[config.mk]
export PLATFORM = sky130hd
export DESIGN_NAME = spi_led_pwm_ctrl
export DESIGN_NICKNAME = d
export VERILOG_FILES = /design/src/rtl/spi_led_pkg.sv /design/src/rtl/spi_slave_byte.sv /design/src/rtl/spi_led_pwm_ctrl.sv
export SDC_FILE = /design/constraint.sdc
export NUM_CORES = 1
export LEC_CHECK = 0
export CAP_MARGIN = 10
export CORE_ASPECT_RATIO = 0.8
export CORE_MARGIN = 5
export CORE_UTILIZATION = 50
export DETAILED_ROUTE_END_ITERATION = 12
export PLACE_DENSITY = 0.66
export SLEW_MARGIN = 10
export SYNTH_ARGS = -nofsm -noshare
export SYNTH_HDL_FRONTEND = slang
export SYNTH_SLANG_ARGS = --single-unit
export TNS_END_PERCENT = 20
[constraint.sdc]
create_clock -name clk -period 3.5 [get_ports clk]
set_clock_uncertainty 0.15 [all_clocks]
set_input_delay 0.7 -clock clk [delete_from_list [all_inputs] [get_ports clk]]
set_output_delay 0.7 -clock clk [all_outputs]
set_load 0.01 [all_outputs]
[src/rtl/spi_led_pkg.sv]
// rtl/spi_led_pkg.sv - command codes and parser state for the SPI LED PWM controller
package spi_led_pkg;

  localparam logic [7:0] CMD_NEXT   = 8'h08;
  localparam logic [7:0] CMD_TOGGLE = 8'h24;
  localparam logic [7:0] CMD_MASK   = 8'h30;
  localparam logic [3:0] CMD_WDUTY  = 4'h4;
  localparam logic [3:0] CMD_RDUTY  = 4'h8;

  typedef enum logic [1:0] {
    P_IDLE,
    P_W_DUTY,
    P_W_MASK
  } parse_state_t;

endpackage

[src/rtl/spi_slave_byte.sv]
// rtl/spi_slave_byte.sv - oversampled SPI mode-0 slave, byte-wide rx/tx
module spi_slave_byte (
  input  logic       clk,
  input  logic       rst_n,
  input  logic       spi_cs_n,
  input  logic       spi_clk,
  input  logic       spi_mosi,
  input  logic [7:0] tx_data,
  output logic [7:0] rx_data,
  output logic       byte_valid,
  output logic       cs_rise,
  output logic       spi_miso,
  output logic       spi_miso_oe
);

  logic [2:0] cs_sr;
  logic [2:0] sck_sr;
  logic [1:0] mosi_sr;
  logic [2:0] bit_cnt;
  logic [7:0] tx_buf;
  logic       cs_act;
  logic       cs_fall;
  logic       sck_rise;
  logic       sck_fall;

  assign cs_act   = ~cs_sr[1];
  assign cs_fall  = cs_sr[2] & ~cs_sr[1];
  assign cs_rise  = ~cs_sr[2] & cs_sr[1];
  assign sck_rise = cs_act & sck_sr[1] & ~sck_sr[2];
  assign sck_fall = cs_act & ~sck_sr[1] & sck_sr[2];

  always_ff @(posedge clk) begin
    if (!rst_n) begin
      cs_sr       <= 3'b111;
      sck_sr      <= 3'b000;
      mosi_sr     <= 2'b00;
      bit_cnt     <= 3'd0;
      rx_data     <= 8'h00;
      tx_buf      <= 8'h00;
      byte_valid  <= 1'b0;
      spi_miso    <= 1'b0;
      spi_miso_oe <= 1'b0;
    end else begin
      cs_sr       <= {cs_sr[1:0], spi_cs_n};
      sck_sr      <= {sck_sr[1:0], spi_clk};
      mosi_sr     <= {mosi_sr[0], spi_mosi};
      byte_valid  <= 1'b0;
      spi_miso_oe <= cs_act;
      // First bit goes out at CS fall; later bits leave on each SCK fall.
      if (cs_fall) begin
        bit_cnt  <= 3'd0;
        spi_miso <= tx_data[7];
        tx_buf   <= {tx_data[6:0], 1'b0};
      end else if (cs_rise) begin
        bit_cnt <= 3'd0;
      end else begin
        if (sck_rise) begin
          rx_data    <= {rx_data[6:0], mosi_sr[1]};
          bit_cnt    <= bit_cnt + 3'd1;
          byte_valid <= (bit_cnt == 3'd7);
        end
        if (byte_valid) begin
          tx_buf <= tx_data;
        end else if (sck_fall) begin
          spi_miso <= tx_buf[7];
          tx_buf   <= {tx_buf[6:0], 1'b0};
        end
      end
    end
  end

endmodule

[src/rtl/spi_led_pwm_ctrl.sv]
// rtl/spi_led_pwm_ctrl.sv - SPI-controlled N-channel LED PWM driver
module spi_led_pwm_ctrl
  import spi_led_pkg::*;
#(
  parameter int N_CH        = 3,
  parameter int PWM_BITS    = 8,
  parameter int PRESC_BITS  = 5,
  parameter int DUTY_RESET  = 32,
  parameter int LED_ACT_LOW = 1
) (
  input  logic            clk,
  input  logic            rst_n,
  input  logic            spi_cs_n,
  input  logic            spi_clk,
  input  logic            spi_mosi,
  output logic            spi_miso,
  output logic            spi_miso_oe,
  output logic [N_CH-1:0] led_out,
  output logic            glob_en
);

  localparam logic [7:0]          DUTY_RESET_B = 8'(DUTY_RESET);
  localparam logic [PWM_BITS-1:0] DUTY_INIT    = DUTY_RESET_B[7 -: PWM_BITS];
  localparam logic [N_CH-1:0]     LED_OFF      = (LED_ACT_LOW != 0) ? {N_CH{1'b1}} : '0;

  logic [7:0]          rx_byte;
  logic                byte_valid;
  logic                cs_rise;
  logic [7:0]          tx_data;
  logic [7:0]          tx_pend;
  logic [7:0]          rd_byte;
  logic                rd_cmd;
  parse_state_t        state;
  logic [3:0]          wch;
  logic [N_CH-1:0]     mask;
  logic [N_CH-1:0]     mask_rot;
  logic [PWM_BITS-1:0] duty     [N_CH];
  logic [PWM_BITS-1:0] duty_act [N_CH];
  logic [PRESC_BITS-1:0] presc;
  logic [PWM_BITS-1:0] pwm_cnt;
  logic [N_CH-1:0]     led_on;

  spi_slave_byte u_spi (
    .clk         (clk),
    .rst_n       (rst_n),
    .spi_cs_n    (spi_cs_n),
    .spi_clk     (spi_clk),
    .spi_mosi    (spi_mosi),
    .tx_data     (tx_data),
    .rx_data     (rx_byte),
    .byte_valid  (byte_valid),
    .cs_rise     (cs_rise),
    .spi_miso    (spi_miso),
    .spi_miso_oe (spi_miso_oe)
  );

  assign mask_rot = N_CH'({mask, mask} >> (N_CH - 1));
  assign rd_cmd   = (state == P_IDLE) && (rx_byte[7:4] == CMD_RDUTY);

  always_comb begin
    rd_byte = 8'h00;
    for (int i = 0; i < N_CH; i++) begin
      if (rx_byte[3:0] == 4'(i)) rd_byte[7 -: PWM_BITS] = duty[i];
    end
  end

  // Readback replaces the echo on the byte that follows a read command.
  assign tx_data = byte_valid ? (rd_cmd ? rd_byte : rx_byte) : tx_pend;

  always_ff @(posedge clk) begin
    if (!rst_n) begin
      state   <= P_IDLE;
      wch     <= 4'd0;
      mask    <= N_CH'(1);
      glob_en <= 1'b0;
      tx_pend <= 8'h00;
      for (int i = 0; i < N_CH; i++) duty[i] <= DUTY_INIT;
    end else begin
      if (byte_valid) begin
        tx_pend <= tx_data;
        case (state)
          P_IDLE: begin
            if (rx_byte == CMD_NEXT) begin
              mask    <= (mask == '0) ? N_CH'(1) : mask_rot;
              glob_en <= 1'b1;
            end else if (rx_byte == CMD_TOGGLE) begin
              glob_en <= ~glob_en;
            end else if (rx_byte == CMD_MASK) begin
              state <= P_W_MASK;
            end else if (rx_byte[7:4] == CMD_WDUTY) begin
              state <= P_W_DUTY;
              wch   <= rx_byte[3:0];
            end
          end
          P_W_DUTY: begin
            for (int i = 0; i < N_CH; i++) begin
              if (wch == 4'(i)) duty[i] <= rx_byte[7 -: PWM_BITS];
            end
            state <= P_IDLE;
          end
          P_W_MASK: begin
            mask  <= rx_byte[N_CH-1:0];
            state <= P_IDLE;
          end
          default: state <= P_IDLE;
        endcase
      end
      // A byte completing together with CS rise is still applied above.
      if (cs_rise) state <= P_IDLE;
    end
  end

  always_comb begin
    led_on = '0;
    for (int i = 0; i < N_CH; i++) begin
      led_on[i] = glob_en & mask[i] & (pwm_cnt < duty_act[i]);
    end
  end

  always_ff @(posedge clk) begin
    if (!rst_n) begin
      presc   <= '0;
      pwm_cnt <= '0;
      led_out <= LED_OFF;
      for (int i = 0; i < N_CH; i++) duty_act[i] <= DUTY_INIT;
    end else begin
      presc   <= presc + 1'b1;
      led_out <= led_on ^ LED_OFF;
      if (presc == '1) begin
        pwm_cnt <= pwm_cnt + 1'b1;
        // Duty only changes at the period boundary so no pulse is ever truncated.
        if (pwm_cnt == '1) begin
          for (int i = 0; i < N_CH; i++) duty_act[i] <= duty[i];
        end
      end
    end
  end

endmodule

# == After elaboration in Yosys (flattened, before gate mapping) ==
# Memory sizes are Yosys's and may differ from the RTL's.
# Index checks and enable logic that the tools add are counted.
# word_totals
ramBits,48
register_bits,64
memories,2
word_cells,148
inputBits,5
# op_classes
eq_ne,20
muxes,49
bitwise_logic,31
n_lt_le_gt_ge,3
reduce_logical,22
addsub,3
# mem_list
memory,depth,word_bits,rd,rd_ports_with_merged_regs,write_ports,line,text
duty,3,8,3,0,3,spi_led_pwm_ctrl.sv:37,logic [PWM_BITS-1:0] duty [N_CH];
duty_act,3,8,3,0,3,spi_led_pwm_ctrl.sv:38,logic [PWM_BITS-1:0] duty_act [N_CH];
# op_table
cell,count
$mux 8,15
$mux 1,26
$lt 8x8->1,3
$eq 8x6->1 const B,2
$and 1x1->1,12
$not 1->1,12
$reduce_and 3->1,4
$mux 2,5
$add 8x1->8 const B,1
$eq 4x1->1 const B,2
$eq 4x2->1 const B,2
$eq 8x4->1 const B,1
$eq 8x8->1 const B,1
$logic_not 4->1,2
$reduce_bool 2->1,4
$mux 3,2
$ne 2x2->1 const B,3
$or 1x1->1,6
$pmux 3 s2,1
$reduce_and 6->1,1
$add 5x1->5 const B,1
$eq 5x5->1 const B,1
$eq 4x3->1 const B,1
$eq 4x4->1 const B,1
other kinds (16),19

# == Logic depth before layout (Yosys ltp) ==
# depth
word_depth,9
depth_mapped,10
depth_no_buf,8

# == Hierarchy ==
# Synthesis repeated with hierarchy kept, for this count alone.
# unflattened
hier_cells,483
hier_area_um2,5333.9
# modules_own_cells
mod,cells_per_inst,area_per_inst_um2,instances,seq_area_each_um2
spi_led_pwm_ctrl,356,3950.0,1,2122.0
spi_slave_byte,127,1383.8,1,600.6

# == Worst setup path before layout ==
# No wires, ideal clock.
# synth_timing
path_kind,reg2reg
start,register presc[0]
end,memory duty_act[0][0] (enable)
t_required_ns,2.969
t_arrival_ns,1.976
slack_ns,0.993
stages_incl_launch_ff,9
path_cell_list,dfxtp_1 > ha_1 > and3_1 > ha_1 > clkbuf_1 > nand3_1 > nor2_1 > nand3_1 > nand2_1
# synth_rtl
element,line,text
start: declaration,spi_led_pwm_ctrl.sv:39,logic [PRESC_BITS-1:0] presc;
start signal: assignment,spi_led_pwm_ctrl.sv:127,presc <= presc + 1'b1;
end: declaration,spi_led_pwm_ctrl.sv:38,

==> flow_results.org <==
** Synthesis
- In the synthesized netlist the async set-or-reset flop fraction comes to 0.
- For this run, the leading register cell type out of synthesis is dfxtp_1.
- The number of different library cells used by synthesis comes to 58.
- After technology mapping, the gate count stands at 513.
- The compound-gate portion of the synthesized area came to 0.124.
- Area share of the leading cell type in the synthesized netlist :: 0.276
- Of the total synthesized cell area, the portion taken by full adders, half adders and majority gates is 0.0670.
- Most area-hungry cell type in the Yosys netlist :: edfxtp_1
- Post-synthesis instance area :: 5230 sq um
- Avg Cell Area, Syn :: slightly above 10 sq um
- Of the total synthesized cell area, the portion taken by AND, OR, NAND and NOR gates is 0.183.
- Fraction of synthesized area in multiplexers :: 0.0419
- Yosys mapped a number of flops with a built-in enable equal to 48.
- Dominant cells by area after synthesis :: edfxtp_1 (28%), dfxtp_1 (25%), ha_1 (6.7%)
- The number of nets in the synthesized netlist is 546.
- By area, the combinational part of the netlist is dominated by simple AND/OR/NAND/NOR gates.
- Yosys instantiated no cell more often than dfxtp_1.
- Parity-gate share of the synthesized area counting xor and xnor cells :: 0.0168
- After synthesis the netlist holds a flip-flop and latch count of 112.
- The Yosys step of the flow raised 0 warnings.
- Commonest cells in the netlist :: dfxtp_1 (64), nor2_1 (49), edfxtp_1 (48), nand2_1 (37), and2_1 (36)
- Proportion of synthesized chip area in sequential cells :: 0.521

** Status
- The run finished with clean final reports.

** Pwr
- Peak supply drop :: between 200 and 250 uV
- Power, Total :: 2.49 mW
- Logic pwr share :: 0.034
- Total power density per cell area :: 434 nW/um^2
- Of the total power, the clock network draws 0.401.
- The share of total power dissipated in sequential elements is 0.565.
- Internal power :: 1.97 mW
- Leakage power :: 2.18 nW
- For this design the total switching power over the nets is around 0.52 mW.
- Of the total power, the share spent switching nets is 0.207.

** Clock tree
- CTS Buf Count :: 9
- TritonCTS built the clock tree.
- The clock reaches the later pin of the worst-skew pair after 350 ps.
- Clock tree synthesis selected as its root buffer the cell clkbuf_16.
- Buffers from clock root to sink, at most :: 2
- H-tree levels :: 3
- Setup fix buffers added after clock tree synthesis :: 0
- Number of cells upsized or downsized after cts :: 0
- Post-CTS clock slew at the launch and capture registers of the worst setup and hold paths :: 70 ps
- Hold repair after CTS inserted 0 buffers.
- CTS saw 112 sinks.

** Setup path
- WP data required :: about 3400 ps
- CP arrival :: approximately 2400 ps
- Worst setup EP type :: flop
- Worst setup SP type :: flop
- The setup path with the least slack is of type reg -> reg.
- Maximum fanout along the worst path :: 20

** Final layout
- The repair_antennas step left the layout with diodes totalling 0.
- From synthesis to final layout, the design area changed by 9.69%.
- Number of nets in the layout :: about 550
- Once layout is done, the placed cells without fillers occupy 5730 sq um.
- In the final layout, the share of cells above drive strength 1 is 0.0673.
- Fill count :: 942
- Fraction of the core area covered by cells at the end of the flow :: 0.560

** Timing
- The final count of pins violating max slew came to 0.
- On the final layout, the worst hold slack is 260 ps.
- Setup violations remaining at the end of the flow were counted as 0.
- The routed design could run at a clock period as short as 2510 ps.
- Transition time at the pin with the least slew margin :: 888 ps
- Based on the critical path, the design can be clocked at up to 0.399 GHz.
- Final total negative setup slack :: 0 ps
- Measured against its own limit, the worst slew margin works out to 0.407.
- In the finished design, the share of the clock period the worst path needs comes to 0.717.
- Final number of hold-violating endpoints :: 0
- Setup repair after global routing left no endpoint under its margin.

** Place
- Detailed Place HPWL :: between 7000 and 8000 um
- Routability-driven placement finished with a final weighted congestion of 0.846.
- Number of port buffers :: 10
- After detailed placement, the total cell area comes to 5450 sq um.

** Die
- Std-Cell Core Area :: 10,200 sq um
- The floorplan has 33 rows.
- Area enclosed by the die boundary :: ~13,000 sq um
- In this run the horizontal extent of the chip is 124 um.
- Floorplan die height :: about 100 um
- 11 I/O pins were placed.
- Starting Density :: 0.511

** Routing
- Detailed routing placed a total of ~4400 um of wire on met2.
- Residual DRC count :: 0
- After detailed routing, the met3 layer carries 631 um of wire.
- Detailed Route Iter0 Violations :: 513
- DR top layer :: met4
- Average wire per standard cell :: 16.0 um
- In the final routing, the length of wire on met1 measures 5250 um.
- Via density per instance :: 5.46
- The detail route stage leaves a number of antenna-violating nets equal to 0.
- The pre-antenna-repair detailed-routing pass consisted of 5 iterations.
- For this block, the via count after detailed routing is 3,606.
- After detailed routing, the total wire length is around 11,000 um.

** Global route
- The initial antenna violation count was 0.
- Wire length of the first global-routing pass :: 17,600 um
- In the global route stage, overall resource usage came out at 0.176.
- The total overflow left after global routing is 0.
- The number of global-route vias before repair came to approximately 3,400.
- Entering global routing, the biggest net connects 35 pins.

** Job
- Across the run, the number of max-cap violations was 0.

** Hold path
- The tightest min-delay check is of the reg -> reg type.
[critical path: stages, from the launching register on]
cell and delay (ps):
dfxtp_1 350, ha_1 180, and3_1 170, ha_1 290, nand3_1 140, nor2_1 200
nand3_1 180, nand2_1 230, buf_4 300
[placed cells by master (no fill, tap or decap), types with 3 or more instances in the layout]
cell type        count
nand2b_1             7
nand4b_1             3
and2_1              36
inv_1               29
a22oi_1              6
o31ai_1              5
clkdlybuf4s50_1     10
mux2i_1             14
dfxtp_1             64
nor3b_1              3
clkinv_1             3
o211ai_1             4
o21ai_0             18
a41o_1               3
o2111ai_1            3
a211oi_1             3
nor2_1              49
or3_1                6
nand4_1              6
a31oi_1              5
nand2_1             37
edfxtp_1            48
xor2_1               5
a21oi_1             25
xnor2_1              5
clkbuf_16            9
nor2b_1              4
mux2_2               7
nor3_1               8
ha_1                28
nand3_1             11
buf_4                9
a21o_1               3
o21ai_1              7
[cells by family (layout without fill, tap and decap cells)]
group                      count (synthesis)  in the layout
and+or+nand+nor                          184            184
DFF                                      112            112
AOI/OAI and AO/OA                         99             99
buffers and inverters                     59             66
adders and majority gates                 28             28
muxes                                     21             21
xor gates and xnor gates                  10             10
[worst paths after layout]
| path | start | to | slack [ps] | cells after the start |
|---|---|---|---|---|
| min | u_spi.cs_sr[0] | u_spi.cs_sr[1] | 260 | 1 |
| min reg2reg | u_spi.cs_sr[0] | u_spi.cs_sr[1] | 260 | 1 |
| max reg2reg | presc[0] | duty_act[0][13] | 990 | 8 |
| max | presc[0] | duty_act[0][13] | 990 | 8 |
[power groups by stage]
stage | Combinational, mW | Clock (mW) | Sequential, mW
after global placement | 0.0842 | 0 | 1.44
final | 0.0856 | 0.997 | 1.41
after global routing | 0.0973 | 1.06 | 1.41
after CTS | 0.0865 | 1.02 | 1.41
after floorplan | 0.0582 | 0 | 1.43
after detailed placement | 0.0861 | 0 | 1.44
[per-stage QoR]
stage / cells / setup WS (ps)
6_report: 660 / 991
5_1_grt: 660 / 820
4_1_cts: 660 / 952
3_5_place_dp: 644 / 981
3_3_place_gp: 644 / 1050
2_1_floorplan: 513 / 993
[flip-flops by register name, indices dropped and copies added, names as in the netlist, 4 cells and up]
| signal | flops |
|---|---|
| tx_pend | 8 |
| u_spi.rx_data | 8 |
| wch | 4 |
| pwm_cnt | 8 |
| duty | 24 |
| u_spi.tx_buf | 8 |
| presc | 5 |
| duty_act | 24 |
[area by class of cell]
cell class | instances | area, sq um | area share
flip-flops and latches | 112 | 2720 | 0.475
multi-input cells | 342 | 2260 | 0.395
repair buffers | 19 | 168 | 0.0292
well taps | 140 | 175 | 0.0305
clock inverters | 6 | 60.1 | 0.0105
clock buffers | 10 | 229 | 0.0399
inverters | 31 | 116 | 0.0203
[per-layer routing]
layer / up-vias / track usage
met1: 1643 / 0.256
met5: - / 0
li1: 1823 / -
met3: 24 / 0.0390
met4: 0 / 0.0699
met2: 116 / 0.256
(Power assumes the default switching activity.)
